--- config.mk ---
export PLATFORM = sky130hd
export DESIGN_NAME = ctrl_sequencer
export DESIGN_NICKNAME = d
export VERILOG_FILES = /design/src/rtl/ctrl_sequencer.sv
export SDC_FILE = /design/constraint.sdc
export NUM_CORES = 1
export LEC_CHECK = 0
export CAP_MARGIN = 10
export CORE_ASPECT_RATIO = 0.8
export CORE_UTILIZATION = 45
export CTS_BUF_LIST = sky130_fd_sc_hd__clkbuf_4 sky130_fd_sc_hd__clkbuf_8
export CTS_CLUSTER_SIZE = 30
export DETAILED_ROUTE_END_ITERATION = 8
export GPL_ROUTABILITY_DRIVEN = 0
export PLACE_DENSITY = 0.82
export SETUP_SLACK_MARGIN = 0.2
export SYNTH_ARGS = -nofsm -noshare
export SYNTH_HDL_FRONTEND = slang
export SYNTH_SLANG_ARGS = --single-unit
--- constraint.sdc ---
create_clock -name Clock -period 3.1 [get_ports Clock]
set_input_delay 0.775 -clock Clock [delete_from_list [all_inputs] [get_ports Clock]]
set_output_delay 0.775 -clock Clock [all_outputs]
set_load 0.03 [all_outputs]
--- src/rtl/ctrl_sequencer.sv ---
// rtl/ctrl_sequencer.sv - multi-cycle control sequencer for the 32-bit bus processor
// Outputs decode from the current state, plus Mem_ready/Alu_done in the wait-capable states.
module ctrl_sequencer #(
  parameter int IR_WIDTH     = 32,
  parameter int OPC_WIDTH    = 5,
  parameter bit MEM_HS       = 1'b1,
  parameter bit MULDIV_MULTI = 1'b1
) (
  input  logic                Clock,
  input  logic                Reset_n,
  input  logic [IR_WIDTH-1:0] IR,
  input  logic                Con_ff,
  input  logic                Mem_ready,
  input  logic                Alu_done,
  input  logic                Stop,
  input  logic                Resume,
  output logic [1:0]          Reg_sel,
  output logic [3:0]          Bus_src,
  output logic [10:0]         Ld,
  output logic [3:0]          Alu_op,
  output logic                Alu_start,
  output logic                Read,
  output logic                Write,
  output logic                Halted,
  output logic                Illegal,
  output logic [5:0]          State_dbg
);

  typedef enum logic [5:0] {
    S_RST, S_T0, S_T1, S_T1W, S_T2, S_DEC,
    S_A3_Y, S_A3_Z, S_A3_R, S_MD_Y, S_MD_S, S_MD_W, S_MD_LO, S_MD_HI,
    S_NN_Z, S_NN_R, S_IM_Y, S_IM_Z, S_IM_R, S_MA_Y, S_MA_Z, S_LDI_R,
    S_LD_MAR, S_LD_RD, S_LD_R, S_ST_MAR, S_ST_MDR, S_ST_WR,
    S_BR_CON, S_BR_Y, S_BR_Z, S_BR_PC, S_JR, S_JAL_LNK, S_JAL_PC,
    S_MFHI, S_MFLO, S_IN, S_OUT, S_HLT, S_ILL
  } state_t;

  localparam logic [4:0] OP_LD = 5'd0, OP_LDI = 5'd1, OP_ST = 5'd2, OP_ADD = 5'd3,
    OP_SUB = 5'd4, OP_AND = 5'd5, OP_OR = 5'd6, OP_SHR = 5'd7, OP_SHL = 5'd8,
    OP_ROR = 5'd9, OP_ROL = 5'd10, OP_ADDI = 5'd11, OP_ANDI = 5'd12, OP_ORI = 5'd13,
    OP_MUL = 5'd14, OP_DIV = 5'd15, OP_NEG = 5'd16, OP_NOT = 5'd17, OP_BR = 5'd18,
    OP_JR = 5'd19, OP_JAL = 5'd20, OP_IN = 5'd21, OP_OUT = 5'd22, OP_MFHI = 5'd23,
    OP_MFLO = 5'd24, OP_HALT = 5'd26;

  localparam logic [1:0] RS_LINK = 2'd0, RS_A = 2'd1, RS_B = 2'd2, RS_C = 2'd3;
  localparam logic [3:0] B_R = 4'd1, B_BA = 4'd2, B_PC = 4'd3, B_MDR = 4'd4, B_ZLO = 4'd5,
    B_ZHI = 4'd6, B_C = 4'd7, B_IN = 4'd8, B_HI = 4'd9, B_LO = 4'd10;
  localparam int L_R = 0, L_MAR = 1, L_PC = 2, L_MDR = 3, L_IR = 4, L_Y = 5, L_Z = 6,
    L_HI = 7, L_LO = 8, L_CON = 9, L_OUT = 10;
  localparam logic [3:0] A_NOP = 4'd0, A_ADD = 4'd1, A_SUB = 4'd2, A_AND = 4'd3, A_OR = 4'd4,
    A_SHR = 4'd5, A_SHL = 4'd6, A_ROR = 4'd7, A_ROL = 4'd8, A_MUL = 4'd9, A_DIV = 4'd10,
    A_NEG = 4'd11, A_NOT = 4'd12, A_INC = 4'd13;

  state_t     state, nxt;
  logic [4:0] opc;
  logic [3:0] op_alu;
  logic       mem_ok, md_ok, last;
  logic       ir_unused;

  assign opc       = 5'(IR[IR_WIDTH-1 -: OPC_WIDTH]);
  assign ir_unused = ^IR[IR_WIDTH-OPC_WIDTH-1:0];
  // With handshakes disabled the access/operation always completes in its first cycle.
  assign mem_ok    = MEM_HS ? Mem_ready : 1'b1;
  assign md_ok     = MULDIV_MULTI ? Alu_done : 1'b1;
  assign State_dbg = state;

  always_ff @(posedge Clock or negedge Reset_n) begin
    if (!Reset_n) state <= S_RST;
    else          state <= nxt;
  end

  always_comb begin
    op_alu = A_NOP;
    case (opc)
      OP_ADD, OP_ADDI: op_alu = A_ADD;
      OP_SUB:          op_alu = A_SUB;
      OP_AND, OP_ANDI: op_alu = A_AND;
      OP_OR, OP_ORI:   op_alu = A_OR;
      OP_SHR:          op_alu = A_SHR;
      OP_SHL:          op_alu = A_SHL;
      OP_ROR:          op_alu = A_ROR;
      OP_ROL:          op_alu = A_ROL;
      OP_MUL:          op_alu = A_MUL;
      OP_DIV:          op_alu = A_DIV;
      OP_NEG:          op_alu = A_NEG;
      OP_NOT:          op_alu = A_NOT;
      default:         op_alu = A_NOP;
    endcase
  end

  always_comb begin
    nxt = state; last = 1'b0;
    Reg_sel = RS_LINK; Bus_src = 4'd0; Ld = '0; Alu_op = A_NOP;
    Alu_start = 1'b0; Read = 1'b0; Write = 1'b0; Halted = 1'b0; Illegal = 1'b0;
    case (state)
      S_RST: nxt = S_T0;
      S_T0:  begin Bus_src = B_PC; Ld[L_MAR] = 1'b1; Ld[L_Z] = 1'b1; Alu_op = A_INC; nxt = S_T1; end
      S_T1:  begin Bus_src = B_ZLO; Ld[L_PC] = 1'b1; Read = 1'b1; Ld[L_MDR] = mem_ok;
                   nxt = mem_ok ? S_T2 : S_T1W; end
      S_T1W: begin Read = 1'b1; Ld[L_MDR] = mem_ok; nxt = mem_ok ? S_T2 : S_T1W; end
      S_T2:  begin Bus_src = B_MDR; Ld[L_IR] = 1'b1; nxt = S_DEC; end
      S_DEC: begin
        case (opc)
          OP_ADD, OP_SUB, OP_AND, OP_OR, OP_SHR, OP_SHL, OP_ROR, OP_ROL: nxt = S_A3_Y;
          OP_ADDI, OP_ANDI, OP_ORI: nxt = S_IM_Y;
          OP_LD, OP_LDI, OP_ST:     nxt = S_MA_Y;
          OP_MUL, OP_DIV:           nxt = S_MD_Y;
          OP_NEG, OP_NOT:           nxt = S_NN_Z;
          OP_BR:   nxt = S_BR_CON;
          OP_JR:   nxt = S_JR;
          OP_JAL:  nxt = S_JAL_LNK;
          OP_MFHI: nxt = S_MFHI;
          OP_MFLO: nxt = S_MFLO;
          OP_IN:   nxt = S_IN;
          OP_OUT:  nxt = S_OUT;
          OP_HALT: nxt = S_HLT;
          default: nxt = S_ILL;
        endcase
      end
      S_A3_Y:   begin Reg_sel = RS_B; Bus_src = B_R; Ld[L_Y] = 1'b1; nxt = S_A3_Z; end
      S_A3_Z:   begin Reg_sel = RS_C; Bus_src = B_R; Alu_op = op_alu; Ld[L_Z] = 1'b1; nxt = S_A3_R; end
      S_A3_R, S_NN_R, S_IM_R, S_LDI_R:
                begin Reg_sel = RS_A; Bus_src = B_ZLO; Ld[L_R] = 1'b1; last = 1'b1; end
      S_MD_Y:   begin Reg_sel = RS_A; Bus_src = B_R; Ld[L_Y] = 1'b1; nxt = S_MD_S; end
      S_MD_S:   begin Reg_sel = RS_B; Bus_src = B_R; Alu_op = op_alu; Alu_start = MULDIV_MULTI;
                      Ld[L_Z] = md_ok; nxt = md_ok ? S_MD_LO : S_MD_W; end
      S_MD_W:   begin Reg_sel = RS_B; Bus_src = B_R; Alu_op = op_alu; Ld[L_Z] = Alu_done;
                      nxt = Alu_done ? S_MD_LO : S_MD_W; end
      S_MD_LO:  begin Bus_src = B_ZLO; Ld[L_LO] = 1'b1; nxt = S_MD_HI; end
      S_MD_HI:  begin Bus_src = B_ZHI; Ld[L_HI] = 1'b1; last = 1'b1; end
      S_NN_Z:   begin Reg_sel = RS_B; Bus_src = B_R; Alu_op = op_alu; Ld[L_Z] = 1'b1; nxt = S_NN_R; end
      S_IM_Y:   begin Reg_sel = RS_B; Bus_src = B_R; Ld[L_Y] = 1'b1; nxt = S_IM_Z; end
      S_IM_Z:   begin Bus_src = B_C; Alu_op = op_alu; Ld[L_Z] = 1'b1; nxt = S_IM_R; end
      S_MA_Y:   begin Reg_sel = RS_B; Bus_src = B_BA; Ld[L_Y] = 1'b1; nxt = S_MA_Z; end
      S_MA_Z:   begin Bus_src = B_C; Alu_op = A_ADD; Ld[L_Z] = 1'b1;
                      nxt = (opc == OP_LD) ? S_LD_MAR : (opc == OP_LDI) ? S_LDI_R : S_ST_MAR; end
      S_LD_MAR: begin Bus_src = B_ZLO; Ld[L_MAR] = 1'b1; nxt = S_LD_RD; end
      S_LD_RD:  begin Read = 1'b1; Ld[L_MDR] = mem_ok; nxt = mem_ok ? S_LD_R : S_LD_RD; end
      S_LD_R:   begin Reg_sel = RS_A; Bus_src = B_MDR; Ld[L_R] = 1'b1; last = 1'b1; end
      S_ST_MAR: begin Bus_src = B_ZLO; Ld[L_MAR] = 1'b1; nxt = S_ST_MDR; end
      S_ST_MDR: begin Reg_sel = RS_A; Bus_src = B_R; Ld[L_MDR] = 1'b1; nxt = S_ST_WR; end
      S_ST_WR:  begin Write = 1'b1; last = mem_ok; end
      S_BR_CON: begin Reg_sel = RS_A; Bus_src = B_R; Ld[L_CON] = 1'b1; nxt = S_BR_Y; end
      S_BR_Y:   begin Bus_src = B_PC; Ld[L_Y] = 1'b1; nxt = S_BR_Z; end
      S_BR_Z:   begin Bus_src = B_C; Alu_op = A_ADD; Ld[L_Z] = 1'b1; nxt = S_BR_PC; end
      S_BR_PC:  begin if (Con_ff) begin Bus_src = B_ZLO; Ld[L_PC] = 1'b1; end last = 1'b1; end
      S_JR, S_JAL_PC:
                begin Reg_sel = RS_A; Bus_src = B_R; Ld[L_PC] = 1'b1; last = 1'b1; end
      S_JAL_LNK: begin Reg_sel = RS_LINK; Bus_src = B_PC; Ld[L_R] = 1'b1; nxt = S_JAL_PC; end
      S_MFHI:   begin Reg_sel = RS_A; Bus_src = B_HI; Ld[L_R] = 1'b1; last = 1'b1; end
      S_MFLO:   begin Reg_sel = RS_A; Bus_src = B_LO; Ld[L_R] = 1'b1; last = 1'b1; end
      S_IN:     begin Reg_sel = RS_A; Bus_src = B_IN; Ld[L_R] = 1'b1; last = 1'b1; end
      S_OUT:    begin Reg_sel = RS_A; Bus_src = B_R; Ld[L_OUT] = 1'b1; last = 1'b1; end
      S_HLT:    begin Halted = 1'b1; if (Resume) nxt = S_T0; end
      S_ILL:    begin Illegal = 1'b1; nxt = S_T0; end
      default:  nxt = S_RST;
    endcase
    // Every class funnels through here so Stop is honoured only at instruction boundaries.
    if (last) nxt = Stop ? S_HLT : S_T0;
  end

endmodule

==> impl_summary.txt <==
----------------------------------------------------
[Synth]
  Flip-flop and latch count after synthesis ... 6
  Dominant register cell in the synthesized netlist ... sky130_fd_sc_hd__dfrtp_1
  Average cell area after synthesis ... 6.67 sq um
  Mapped Nets ... about 340
  Warning count from the yosys run ... 0
  EDFF count, synth ... 0
  Async set-or-reset flop fraction in the synthesized netlist ... 100%
  Syn Inst Count ... around 300
  Syn Std Cell Area ... just under 2000 sq um
  Sequential-to-total area share from yosys stat ... under 10%
  Count of different cell masters after synthesis ... 63

[Critical path]
  CP Max Fanout ... 2
  Critical path's slowest cell ... sky130_fd_sc_hd__clkdlybuf4s50_1
  Critical Setup Path Class ... input pin to output pin
  Cell family with the largest share of critical-path delay ... buffers and inverters
  Startpoint type of the worst setup path ... input pin
  Max stage delay on crit path ... ~0.46 ns
  Crit path required time ... around 2.3 ns
  Critical Path Sink Type ... output pin
  Cells along the critical path ... clkdlybuf4s50_1 -> inv_1 -> or3_4 -> a21boi_4 -> o31ai_1 -> buf_4
  Buffering stage count on the worst path with inverters included ... 3
  Cell count along the critical path ... 6
  Register-to-Register Path Depth ... 7
  Worst path arrival time ... around 2.1 ns

[Global routing]
  Number of global-route vias before repair ... around 2.2k
  Antenna violations before repair ... 0
  Wire length of the first global-routing pass ... around 10 mm
  Maximum number of pins on one net before global-route repair ... 41
  Grt ovf ... 0
  Global Route Usage Sum ... around 28%

[CTS]
  Number of sinks on the clock net ... 6
  Reg clk slew, reported paths ... around 0.040 ns
  Maximum buffer depth of the clock tree ... 2
  TritonCTS clock tree ... done
  Root buffer cell ... sky130_fd_sc_hd__clkbuf_8
  Number of buffers created by CTS ... 3
  Maximum level of the CTS H-tree ... 1
  Worst-skew pair later-pin latency ... around 0.22 ns

[Final layout]
  Layout cell share with drive strength beyond 1 ... between 20% and 30%
  Diode insertion count for antenna repair ... 0
  Largest register FFs ... 6
  Commonest cells after routing, fill and taps aside ... 58 x sky130_fd_sc_hd__buf_4, 33 x sky130_fd_sc_hd__nor2_1, 24 x sky130_fd_sc_hd__nand2_1, 19 x sky130_fd_sc_hd__a21oi_1, 14 x sky130_fd_sc_hd__clkdlybuf4s50_1
  Area growth from synthesis to layout ... 40.3%
  Final Net Count ... between 400 and 500
  Commonest non-fill, non-tap cell in the layout ... sky130_fd_sc_hd__buf_4
  Design area ... 2760 sq um
  Number of standard cells in the final layout excluding fillers ... a little over 400

[Detailed routing]
  Routed vias/inst ... between 6 and 7
  DRT antenna net count ... 0
  Initial detailed-routing violation count ... around 310
  Count of TritonRoute iterations in the first routing pass ... 5
  Total length of routed wires ... 6.76 mm
  Average routed wire per standard cell ... roughly 16 microns
  DRC violations left ... 0
  Total number of vias ... 2577

[Place]
  Detail Placement HPWL ... 4.89 mm
  Instance area after placement ... 2550 sq um
  Dpl ws ... -0.483 ns
  # placed instances ... about 400
  Number of port buffers ... 43

[Floorplanning]
  Die Wd ... 75.9 microns
  Die height ... 61.1 microns
  I/O Pins ... 71
  Rows ... 21
  Total Die Area ... 4640 sq um
  Core region area ... approximately 4200 sq um
  Effective utilization at floorplan ... between 40% and 50%

[Pwr]
  Leakage ... roughly 1.2 nW
  Max VDD drop ... slightly above 0.5 mV
  Power per cell area ... about 990 nW/um^2

[Flow run]
  Number of maximum-capacitance constraint violations ... 0

[Hold path]
  Hold-critical path depth ... 2
  Worst min-delay path category ... flop to flop

[STA]
  Final Hold Violating Endpoints ... 0
  Post-route worst setup slack ... between 0.2 and 0.25 ns
  Worst-margin pin slew ... 0.390 ns
  FMAX ... around 350 MHz
  Count of pins over their slew limit ... 0
  Worst rel slew slack ... 73.3%
  Share of the clock period used by the worst path after layout ... between 90% and 100%
  Fin Clk Skew ... roughly 0.00048 ns
  Worst Hold Margin ... around 0.71 ns
  Final setup violation count ... 0
  Final critical path time including I/O delays and setup ... approximately 2.9 ns
  RSZ-0062 raised after global routing ... false

[Status]
  Status ... finished, final reports clean

----------------------------------------------------
## worst register-to-register path, cell delays in order (launching register included)
cell	delay, ns
sky130_fd_sc_hd__dfrtp_1	0.42
sky130_fd_sc_hd__buf_6	0.25
sky130_fd_sc_hd__nor2b_2	0.25
sky130_fd_sc_hd__buf_4	0.18
sky130_fd_sc_hd__a41oi_1	0.12
sky130_fd_sc_hd__o21a_1	0.16
sky130_fd_sc_hd__nor3b_2	0.18
sky130_fd_sc_hd__or4_4	0.53
## power by group
| part | total [mW] | leakage, nW | internal (mW) | switching (mW) |
|---|---|---|---|---|
| clock network | 0.115 | 0.0216 | 0.0833 | 0.0321 |
| registers | 0.197 | 0.0711 | 0.120 | 0.0761 |
| logic | 2.43 | 1.09 | 0.958 | 1.47 |
| total | 2.74 | 1.18 | 1.16 | 1.58 |
## layout make-up
| type | count | area, sq um |
|---|---|---|
| multi-input combinational | 246 | 1700 |
| fill | 369 | 1420 |
| timing repair buffer | 87 | 751 |
| sequential | 6 | 154 |
| tap | 57 | 71.3 |
| inverter | 11 | 45.0 |
| clock buffer | 3 | 41.3 |
## path summary, 6_finish.rpt
path                                     end    startpoint  slack (ns)
worst max-delay path              Bus_src[2]        Con_ff        0.24
worst min-delay path            State_dbg[0]  State_dbg[0]        0.71
worst max register to register  State_dbg[3]  State_dbg[4]        0.89
worst min register to register  State_dbg[0]  State_dbg[0]        0.71
max in group asynchronous       State_dbg[0]       Reset_n        2.09
min in group asynchronous       State_dbg[1]       Reset_n        0.79
## metal layers
metal / vias up / global-route usage (%) / wire, microns
met5: - / 0 / 0
li1: 1223 / - / -
met4: 0 / 9.34 / 68
met2: 154 / 46.8 / 3190
met1: 1192 / 37.3 / 2920
met3: 8 / 3.11 / 584
## metrics by stage
stage	util [%]	total power [mW]	setup TNS, ns
6_report	66.0	2.74	0
5_1_grt	66.0	2.90	0
4_1_cts	64.1	2.63	0
3_5_place_dp	61.2	2.48	-0.703
3_3_place_gp	61.2	2.45	-0.645
2_1_floorplan	-	1.79	0
## timing repair
item / in CTS / in global routing
hold buffers: 0 / 0
resized for setup: 29 / 24
gates cloned: 0 / 0
pin swaps: 2 / 5
setup endpoints to repair: 10 / 11
setup buffers: 4 / 2
## cell usage after synthesis, drive strengths merged (4+ instances only)
master	count	area [sq um]
ha	10	125
a21oi	19	95.1
nand2	24	90.1
o32ai	6	52.6
a32oi	5	43.8
a31oi	9	56.3
nor4	5	31.3
clkbuf	8	30.0
nor2b	13	83.8
a211oi	6	45.0
dfrtp	6	150
nand2b	10	65.1
and3	4	25.0
o31ai	4	30.0
o21ai	14	70.1
nor3	12	60.1
o22ai	6	37.5
nor2	34	128
mux2i	7	70.1
buf	24	153
a22oi	4	30.0
nand3	5	30.0
inv	10	37.5
nor3b	4	35.0
o211ai	4	30.0
## cell families (layout without fill, tap and decap cells)
kind of cell	Yosys count	count (layout)	share of synthesized area [%]
AND/OR/NAND/NOR	120	120	31.3
AO/OA/AOI/OAI	102	102	36.3
buffers and inverters	43	101	11.4
adder cells (fa/ha/maj)	10	10	6.36
multiplexers	10	10	5.28
flip-flops	6	6	7.63
XOR/XNOR	4	4	1.78
No activity file was read; power rests on OpenSTA's default activity.
